$ cat config.mk
export PLATFORM = sky130hd
export DESIGN_NAME = step_gate_tracker_flat
export DESIGN_NICKNAME = d
export VERILOG_FILES = /design/src/rtl/step_gate_tracker_pkg.sv /design/src/rtl/step_gate_tracker_if.sv /design/src/rtl/step_gate_tracker_pulse_timer.sv /design/src/rtl/step_gate_tracker.sv /design/src/flat_wrapper.sv
export SDC_FILE = /design/constraint.sdc
export NUM_CORES = 1
export LEC_CHECK = 0
export CORE_MARGIN = 2
export CORE_UTILIZATION = 60
export CTS_BUF_LIST = sky130_fd_sc_hd__clkbuf_8
export DETAILED_ROUTE_END_ITERATION = 16
export DONT_BUFFER_PORTS = 1
export PLACE_DENSITY_LB_ADDON = 0.12
export SLEW_MARGIN = 20
export SYNTH_ARGS = -nofsm -noshare
export SYNTH_HDL_FRONTEND = slang
export SYNTH_HIERARCHICAL = 1
export SYNTH_SLANG_ARGS = --single-unit
$ cat constraint.sdc
create_clock -name CLK_50MHZ -period 4.8 [get_ports CLK_50MHZ]
set_input_delay 0.48 -clock CLK_50MHZ [delete_from_list [all_inputs] [get_ports CLK_50MHZ]]
set_output_delay 0.48 -clock CLK_50MHZ [all_outputs]
set_load 0.02 [all_outputs]
$ cat src/rtl/step_gate_tracker_pkg.sv
// Shared types and constants for the stepper output gate: FSM states,
// fault-bit positions and default driver timing in 50 MHz cycles.
package step_gate_tracker_pkg;

  typedef enum logic [1:0] {
    IDLE     = 2'd0,
    DIR_WAIT = 2'd1,
    PULSE_HI = 2'd2,
    PULSE_LO = 2'd3
  } gate_state_t;

  localparam int FAULT_LIMIT = 0;
  localparam int FAULT_BUSY  = 1;
  localparam int FAULT_WRAP  = 2;
  localparam int FAULT_W     = 3;

  localparam int POS_W    = 32;
  localparam int PERIOD_W = 24;
  localparam int TIMER_W  = 16;

  localparam int                  DEF_DIR_SETUP_CYC = 250;
  localparam int                  DEF_MIN_PULSE_CYC = 100;
  localparam logic [PERIOD_W-1:0] DEF_STALL_CYC     = 24'd5000000;

  // The timer counts down to zero inclusive, so an N-cycle interval loads N-1.
  function automatic logic [TIMER_W-1:0] cycLoad(input int cycles);
    return TIMER_W'(cycles - 1);
  endfunction

endpackage

$ cat src/rtl/step_gate_tracker_if.sv
// Driver-side signal bundle: raw step/dir and limit controls from the motor
// controller, gated pins and position/velocity status back out.
interface step_gate_tracker_if;
  import step_gate_tracker_pkg::*;

  logic                       step_in;
  logic                       dir_in;
  logic                       home;
  logic                       limEna;
  logic signed [POS_W-1:0]    limLo;
  logic signed [POS_W-1:0]    limHi;
  logic                       clrFault;

  logic                       step_out;
  logic                       dir_out;
  logic signed [POS_W-1:0]    cur_position;
  logic        [PERIOD_W-1:0] stepPeriod;
  logic                       moving;
  logic                       atLimLo;
  logic                       atLimHi;
  logic        [FAULT_W-1:0]  faultBits;

  modport master (
    output step_in, dir_in, home, limEna, limLo, limHi, clrFault,
    input  step_out, dir_out, cur_position, stepPeriod, moving,
           atLimLo, atLimHi, faultBits
  );

  modport slave (
    input  step_in, dir_in, home, limEna, limLo, limHi, clrFault,
    output step_out, dir_out, cur_position, stepPeriod, moving,
           atLimLo, atLimHi, faultBits
  );

endinterface

$ cat src/rtl/step_gate_tracker_pulse_timer.sv
// Loadable down-counter with a zero flag; times direction setup and the
// minimum high/low phases of each output step.
module pulse_timer #(
  parameter int WIDTH = 16
) (
  input  logic             CLK_50MHZ,
  input  logic             RST_N,
  input  logic             load,
  input  logic [WIDTH-1:0] loadVal,
  output logic             zero
);

  logic [WIDTH-1:0] count;

  // NOTE: registers are written with <= so every flop samples pre-edge values.
  always_ff @(posedge CLK_50MHZ or negedge RST_N) begin
    if (!RST_N) begin
      count <= '0;
    end else if (load) begin
      count <= loadVal;
    end else if (count != '0) begin
      count <= count - 1'b1;
    end
  end

  assign zero = (count == '0);

endmodule

$ cat src/rtl/step_gate_tracker.sv
// Stepper output gate: enforces dir setup and pulse widths, blocks steps past
// soft limits, and tracks shaft position and step period.
module step_gate_tracker
  import step_gate_tracker_pkg::*;
#(
  parameter int                  DIR_SETUP_CYC = DEF_DIR_SETUP_CYC,
  parameter int                  MIN_PULSE_CYC = DEF_MIN_PULSE_CYC,
  parameter logic [PERIOD_W-1:0] STALL_CYC     = DEF_STALL_CYC
) (
  input logic               CLK_50MHZ,
  input logic               RST_N,
  step_gate_tracker_if.slave bus
);

  localparam logic [TIMER_W-1:0]    DIR_LOAD   = cycLoad(DIR_SETUP_CYC);
  localparam logic [TIMER_W-1:0]    PULSE_LOAD = cycLoad(MIN_PULSE_CYC);
  localparam logic signed [POS_W-1:0] POS_MAX  = 32'sh7FFFFFFF;
  localparam logic signed [POS_W-1:0] POS_MIN  = 32'sh80000000;

  gate_state_t                state;
  logic                       stepPrev;
  logic                       stepRise;
  logic                       stepOut;
  logic                       dirOut;
  logic signed [POS_W-1:0]    curPos;
  logic        [PERIOD_W-1:0] periodCnt;
  logic        [PERIOD_W-1:0] stepPeriod;
  logic        [FAULT_W-1:0]  faultBits;

  logic                       timerZero;
  logic                       tmrLoad;
  logic        [TIMER_W-1:0]  tmrLoadVal;

  logic                       acceptRise;
  logic                       dirReq;
  logic                       issueReq;
  logic                       dropRise;
  logic                       blocked;
  logic                       wrap;
  logic signed [POS_W-1:0]    posStep;

  // NOTE: every always_comb output gets a default first so no latch is inferred.
  always_comb begin
    acceptRise = stepRise & ((state == IDLE) | ((state == PULSE_LO) & timerZero));
    dirReq     = acceptRise & (bus.dir_in != dirOut);
    issueReq   = (acceptRise & (bus.dir_in == dirOut)) | ((state == DIR_WAIT) & timerZero);
    dropRise   = stepRise & ~acceptRise;
    blocked    = bus.limEna & (dirOut ? (curPos >= bus.limHi) : (curPos <= bus.limLo));
    wrap       = dirOut ? (curPos == POS_MAX) : (curPos == POS_MIN);
    posStep    = dirOut ? (curPos + 32'sd1) : (curPos - 32'sd1);

    tmrLoad    = 1'b0;
    tmrLoadVal = PULSE_LOAD;
    if (dirReq) begin
      tmrLoad    = 1'b1;
      tmrLoadVal = DIR_LOAD;
    end else if (issueReq & ~blocked) begin
      tmrLoad    = 1'b1;
    end else if ((state == PULSE_HI) & timerZero) begin
      tmrLoad    = 1'b1;
    end
  end

  pulse_timer #(
    .WIDTH (TIMER_W)
  ) u_timer (
    .CLK_50MHZ (CLK_50MHZ),
    .RST_N     (RST_N),
    .load      (tmrLoad),
    .loadVal   (tmrLoadVal),
    .zero      (timerZero)
  );

  // Later assignments in this block override earlier ones: issue beats the
  // PULSE_LO exit, a fault event beats clrFault, home beats the position step.
  always_ff @(posedge CLK_50MHZ or negedge RST_N) begin
    if (!RST_N) begin
      state      <= IDLE;
      stepPrev   <= 1'b0;
      stepRise   <= 1'b0;
      stepOut    <= 1'b0;
      dirOut     <= 1'b0;
      curPos     <= '0;
      periodCnt  <= '1;
      stepPeriod <= '1;
      faultBits  <= '0;
    end else begin
      stepPrev <= bus.step_in;
      stepRise <= bus.step_in & ~stepPrev;

      if (periodCnt != '1) begin
        periodCnt <= periodCnt + 1'b1;
      end

      if (bus.clrFault) begin
        faultBits <= '0;
      end
      if (dropRise) begin
        faultBits[FAULT_BUSY] <= 1'b1;
      end

      case (state)
        PULSE_HI: if (timerZero) begin
          stepOut <= 1'b0;
          state   <= PULSE_LO;
        end
        PULSE_LO: if (timerZero) begin
          state <= IDLE;
        end
        default: ;
      endcase

      if (dirReq) begin
        dirOut <= bus.dir_in;
        state  <= DIR_WAIT;
      end

      if (issueReq) begin
        if (blocked) begin
          faultBits[FAULT_LIMIT] <= 1'b1;
          state                  <= IDLE;
        end else begin
          stepOut    <= 1'b1;
          curPos     <= posStep;
          stepPeriod <= periodCnt;
          periodCnt  <= PERIOD_W'(1);
          state      <= PULSE_HI;
          if (wrap & ~bus.home) begin
            faultBits[FAULT_WRAP] <= 1'b1;
          end
        end
      end

      if (bus.home) begin
        curPos <= '0;
      end
    end
  end

  assign bus.step_out     = stepOut;
  assign bus.dir_out      = dirOut;
  assign bus.cur_position = curPos;
  assign bus.stepPeriod   = stepPeriod;
  assign bus.faultBits    = faultBits;
  assign bus.moving       = (state != IDLE) | (periodCnt < STALL_CYC);
  assign bus.atLimHi      = bus.limEna & (curPos >= bus.limHi);
  assign bus.atLimLo      = bus.limEna & (curPos <= bus.limLo);

endmodule

$ cat src/flat_wrapper.sv
// flat-port wrapper written by rule: the top's interface ports become plain ports
module step_gate_tracker_flat import step_gate_tracker_pkg::*;
#(
  parameter int                  DIR_SETUP_CYC = DEF_DIR_SETUP_CYC,
  parameter int                  MIN_PULSE_CYC = DEF_MIN_PULSE_CYC,
  parameter logic [PERIOD_W-1:0] STALL_CYC     = DEF_STALL_CYC
)
  (CLK_50MHZ, RST_N, bus_step_in, bus_dir_in, bus_home, bus_limEna, bus_limLo, bus_limHi, bus_clrFault, bus_step_out, bus_dir_out, bus_cur_position, bus_stepPeriod, bus_moving, bus_atLimLo, bus_atLimHi, bus_faultBits);
  step_gate_tracker_if bus_i ();
  input logic CLK_50MHZ;
  input logic RST_N;
  input wire logic [$bits(bus_i.step_in)-1:0] bus_step_in;
  input wire logic [$bits(bus_i.dir_in)-1:0] bus_dir_in;
  input wire logic [$bits(bus_i.home)-1:0] bus_home;
  input wire logic [$bits(bus_i.limEna)-1:0] bus_limEna;
  input wire logic [$bits(bus_i.limLo)-1:0] bus_limLo;
  input wire logic [$bits(bus_i.limHi)-1:0] bus_limHi;
  input wire logic [$bits(bus_i.clrFault)-1:0] bus_clrFault;
  output wire logic [$bits(bus_i.step_out)-1:0] bus_step_out;
  output wire logic [$bits(bus_i.dir_out)-1:0] bus_dir_out;
  output wire logic [$bits(bus_i.cur_position)-1:0] bus_cur_position;
  output wire logic [$bits(bus_i.stepPeriod)-1:0] bus_stepPeriod;
  output wire logic [$bits(bus_i.moving)-1:0] bus_moving;
  output wire logic [$bits(bus_i.atLimLo)-1:0] bus_atLimLo;
  output wire logic [$bits(bus_i.atLimHi)-1:0] bus_atLimHi;
  output wire logic [$bits(bus_i.faultBits)-1:0] bus_faultBits;
  assign bus_i.step_in = bus_step_in;
  assign bus_i.dir_in = bus_dir_in;
  assign bus_i.home = bus_home;
  assign bus_i.limEna = bus_limEna;
  assign bus_i.limLo = bus_limLo;
  assign bus_i.limHi = bus_limHi;
  assign bus_i.clrFault = bus_clrFault;
  assign bus_step_out = bus_i.step_out;
  assign bus_dir_out = bus_i.dir_out;
  assign bus_cur_position = bus_i.cur_position;
  assign bus_stepPeriod = bus_i.stepPeriod;
  assign bus_moving = bus_i.moving;
  assign bus_atLimLo = bus_i.atLimLo;
  assign bus_atLimHi = bus_i.atLimHi;
  assign bus_faultBits = bus_i.faultBits;
  step_gate_tracker #(.DIR_SETUP_CYC(DIR_SETUP_CYC), .MIN_PULSE_CYC(MIN_PULSE_CYC), .STALL_CYC(STALL_CYC)) u_core (.CLK_50MHZ(CLK_50MHZ), .RST_N(RST_N), .bus(bus_i));
endmodule
==> impl_metrics.json <==
{
  "post-route-util": 0.654,
  "relSlewSlack": 0.501,
  "dp_hpwl_um": 15700,
  "rsz0062_at_grt": "no",
  "multi_input_area_mm2": 0.00519,
  "seqPwrFrac": 0.535,
  "syn_inst": 921,
  "reg2regPathDepth": 15,
  "finalPower_mw": 2.43,
  "grt_first_pass_wirelength_um": 34000,
  "wl_per_cell_um": 18.8,
  "tightest_slew_ns": 0.742,
  "synth-edff-count": 0,
  "final_common_cell": "ha_1",
  "wirelength_um": 20900,
  "power_leakage_nw": 4.16,
  "ctsResizeCount": 0,
  "required_ns": 5.10,
  "grt_usage": 0.289,
  "netlist_top_cells_area": "dfrtp_1 (17%), dfstp_2 (15%), ha_1 (15%)",
  "dp.cells": 1093,
  "critPathCaptureType": "register",
  "cts-buffers-inserted": 9,
  "r2r_end": "u_core/bus.cur_position[22]",
  "yosys.area.top_type": "dfrtp_1",
  "avgViaCountPerCell": 6.32,
  "io_pins": 135,
  "p_comb_frac": 0.215,
  "syn_area_mm2": 0.00828,
  "pwr-share-clk": 0.250,
  "finClkSkew_ns": 0.0118,
  "cp-endpoint": "u_core/bus.cur_position[22]",
  "cap_viol_max_count": 0,
  "startpoint": "u_core/u_timer/count[0]",
  "fin_hold_ws_ns": -0.0386,
  "min_period_ns": 3.84,
  "vdd_ir_drop_max_mv": 0.278,
  "dr.pass1.iters": 6,
  "slew_violations": 0,
  "fillers": 1140,
  "antenna_found_initial": 0,
  "fin_tns_setup_ns": 0,
  "path_max_fanout": 26,
  "synth_area_per_cell_um2": 8.99,
  "root_buffer": "clkbuf_8",
  "cts_max_level": 3,
  "min_path_type": "in -> async",
  "grt_overflow_total": 0,
  "rows": 42,
  "yosysWarnings": 6,
  "finalHoldViolCount": 11,
  "grt_pass1_vias": 7001,
  "worst_skew_pair.late_latency_ns": 0.39,
  "grt_max_degree": 106,
  "ys_seq_area_frac": 0.325,
  "port_buffers": 0,
  "cts_tree": "yes",
  "die-area_mm2": 0.0148,
  "rrSetupSlack_ns": 0.96,
  "ant_nets": 0,
  "critical_path_class": "reg -> reg",
  "fin_cells": 1110,
  "drt_iter0_drc": 447,
  "startpoint_type": "register",
  "violations": "negative hold slack",
  "power.switching_uw": 828,
  "core-area_mm2": 0.0133,
  "intPower_mw": 1.60,
  "post-route-period-util": 0.800,
  "finalNetCount": 1097,
  "powerDensity_mw_per_mm2": 278,
  "ys_types": 77,
  "routed-via-count": 7017,
  "drcViolationCount": 0,
  "antennaDiodeCount": 0,
  "gp_congestion": 0.961,
  "postSynth.asyncResetShare": 1.00,
  "clk_pin_slew_ns": 0.11,
  "start_util": 0.620,
  "die_w_um": 121,
  "setup_viol": 0,
  "cts_num_sinks": 105,
  "fmax_ghz": 0.261,
  "dieHeight_um": 121,
  "drive_gt1_frac": 0.105,
  "clockBufferDepth": 2,
  "timing.rr.start": "u_core/u_timer/count[0]",
  "ys_ff_latch": 105,
  "synth-main-ff-cell": "dfrtp_1",
  "final-seq-area_mm2": 0.00269,
  "outcome": "finished with violations",
  "netlist.area_leader.share": 0.172,
  "most-common-layout-cells": "ha_1 (96), inv_1 (83), nor2_1 (82)",
  "syn2layout_area_growth_pct": 5.47,
  "crit_arrival_ns": 4.13,
  "p_sw_frac": 0.341
}
## Yosys cell counts, drive strengths merged, types with 8 or more instances
library cell and n:
xnor2 31, nand2b 16, o21ai 45, a21o 17, nor2 82, nand2 66, buf 12, dfstp 48
and3 10, nor4 10, a21oi 70, ha 96, xor2 25, a211oi 14, nand3 36, nor2b 8
mux2 24, nand4 21, mux2i 22, dfrtp 57, inv 83, nor3 15, clkbuf 12
## power groups by stage
stage	registers, mW	clock network [mW]	logic (mW)
after floorplan	1.26	0	0.416
after global placement	1.30	0	0.469
after detailed placement	1.31	0	0.499
after CTS	1.30	0.624	0.523
after global routing	1.33	0.655	0.590
final	1.30	0.608	0.522
## stage by stage
| step | worst slack (ns) | cell area, µm² |
|---|---|---|
| 3_3_place_gp | 1.06 | 8490 |
| 5_1_grt | 0.680 | 8730 |
| 6_report | 0.962 | 8730 |
| 4_1_cts | 0.936 | 8730 |
| 2_1_floorplan | 1.16 | 8320 |
| 3_5_place_dp | 0.987 | 8490 |
## logic make-up (layout without fill, tap and decap cells)
family	after synthesis	after routing	synth area share
and+or+nand+nor	298	298	0.186
AOI/OAI and AO/OA	210	210	0.169
buffers and inverters	107	110	0.0538
DFF	105	105	0.325
adders and majority gates	97	97	0.147
xor gates and xnor gates	56	56	0.0592
muxes	46	46	0.0592
other	2	12	0.000907
## timing repair
action                                 CTS  global route
endpoints found under the hold margin  105             0
setup buffers                            0             0
hold buffers                             1             0
## registers in the layout (all words and copies together), names as in the netlist
register / flops
u_core/bus.faultBits: 3
u_core/bus.dir_out: 1
u_core/stepPrev: 1
u_core/u_timer/count: 16
u_core/bus.cur_position: 32
u_core/stepRise: 1
u_core/bus.stepPeriod: 24
u_core/state: 2
u_core/bus.step_out: 1
u_core/periodCnt: 24
## routing by layer
metal,GRT usage,routed length (µm),vias to the layer above
met1,0.355,8770,3386
met3,0.0677,1390,44
met5,0,0,-
li1,-,-,3308
met4,0.114,550,0
met2,0.492,10100,279
## worst max-delay path: stages, from the launching register on
cell and delay [ns]:
dfrtp_1 0.45, inv_1 0.10, ha_1 0.19, nor3b_4 0.45
nand3_2 0.21, nor2_1 0.27, nand2_1 0.14, nand2_1 0.08
nand2_1 0.05, o22ai_1 0.43, o211ai_2 0.14, buf_4 0.21
nand2_4 0.34, buf_4 0.35, mux2i_1 0.24, nor2_1 0.06
## how the worst min path moves through the flow
stage / to / slack, ns / from / depth (start not counted)
floorplan: u_core/bus.cur_position[0] / 0.18 / RST_N / 0
global placement: u_core/bus.cur_position[11] / 0.19 / RST_N / 0
detailed placement: u_core/bus.cur_position[11] / 0.19 / RST_N / 0
CTS: u_core/bus.cur_position[11] / 0.006 / RST_N / 1
global route: u_core/bus.cur_position[13] / 0.03 / RST_N / 1
finish: u_core/bus.cur_position[10] / -0.04 / RST_N / 1
## layout make-up
type / instances / share of cell area
Clock buffer: 9 / 0.0142
Clock inverter: 7 / 0.0103
Multi-Input combinational cell: 719 / 0.594
Tap cell: 176 / 0.0252
Inverter: 83 / 0.0357
Timing Repair Buffer: 11 / 0.0132
Sequential cell: 105 / 0.308
(Power assumes the default switching activity.)
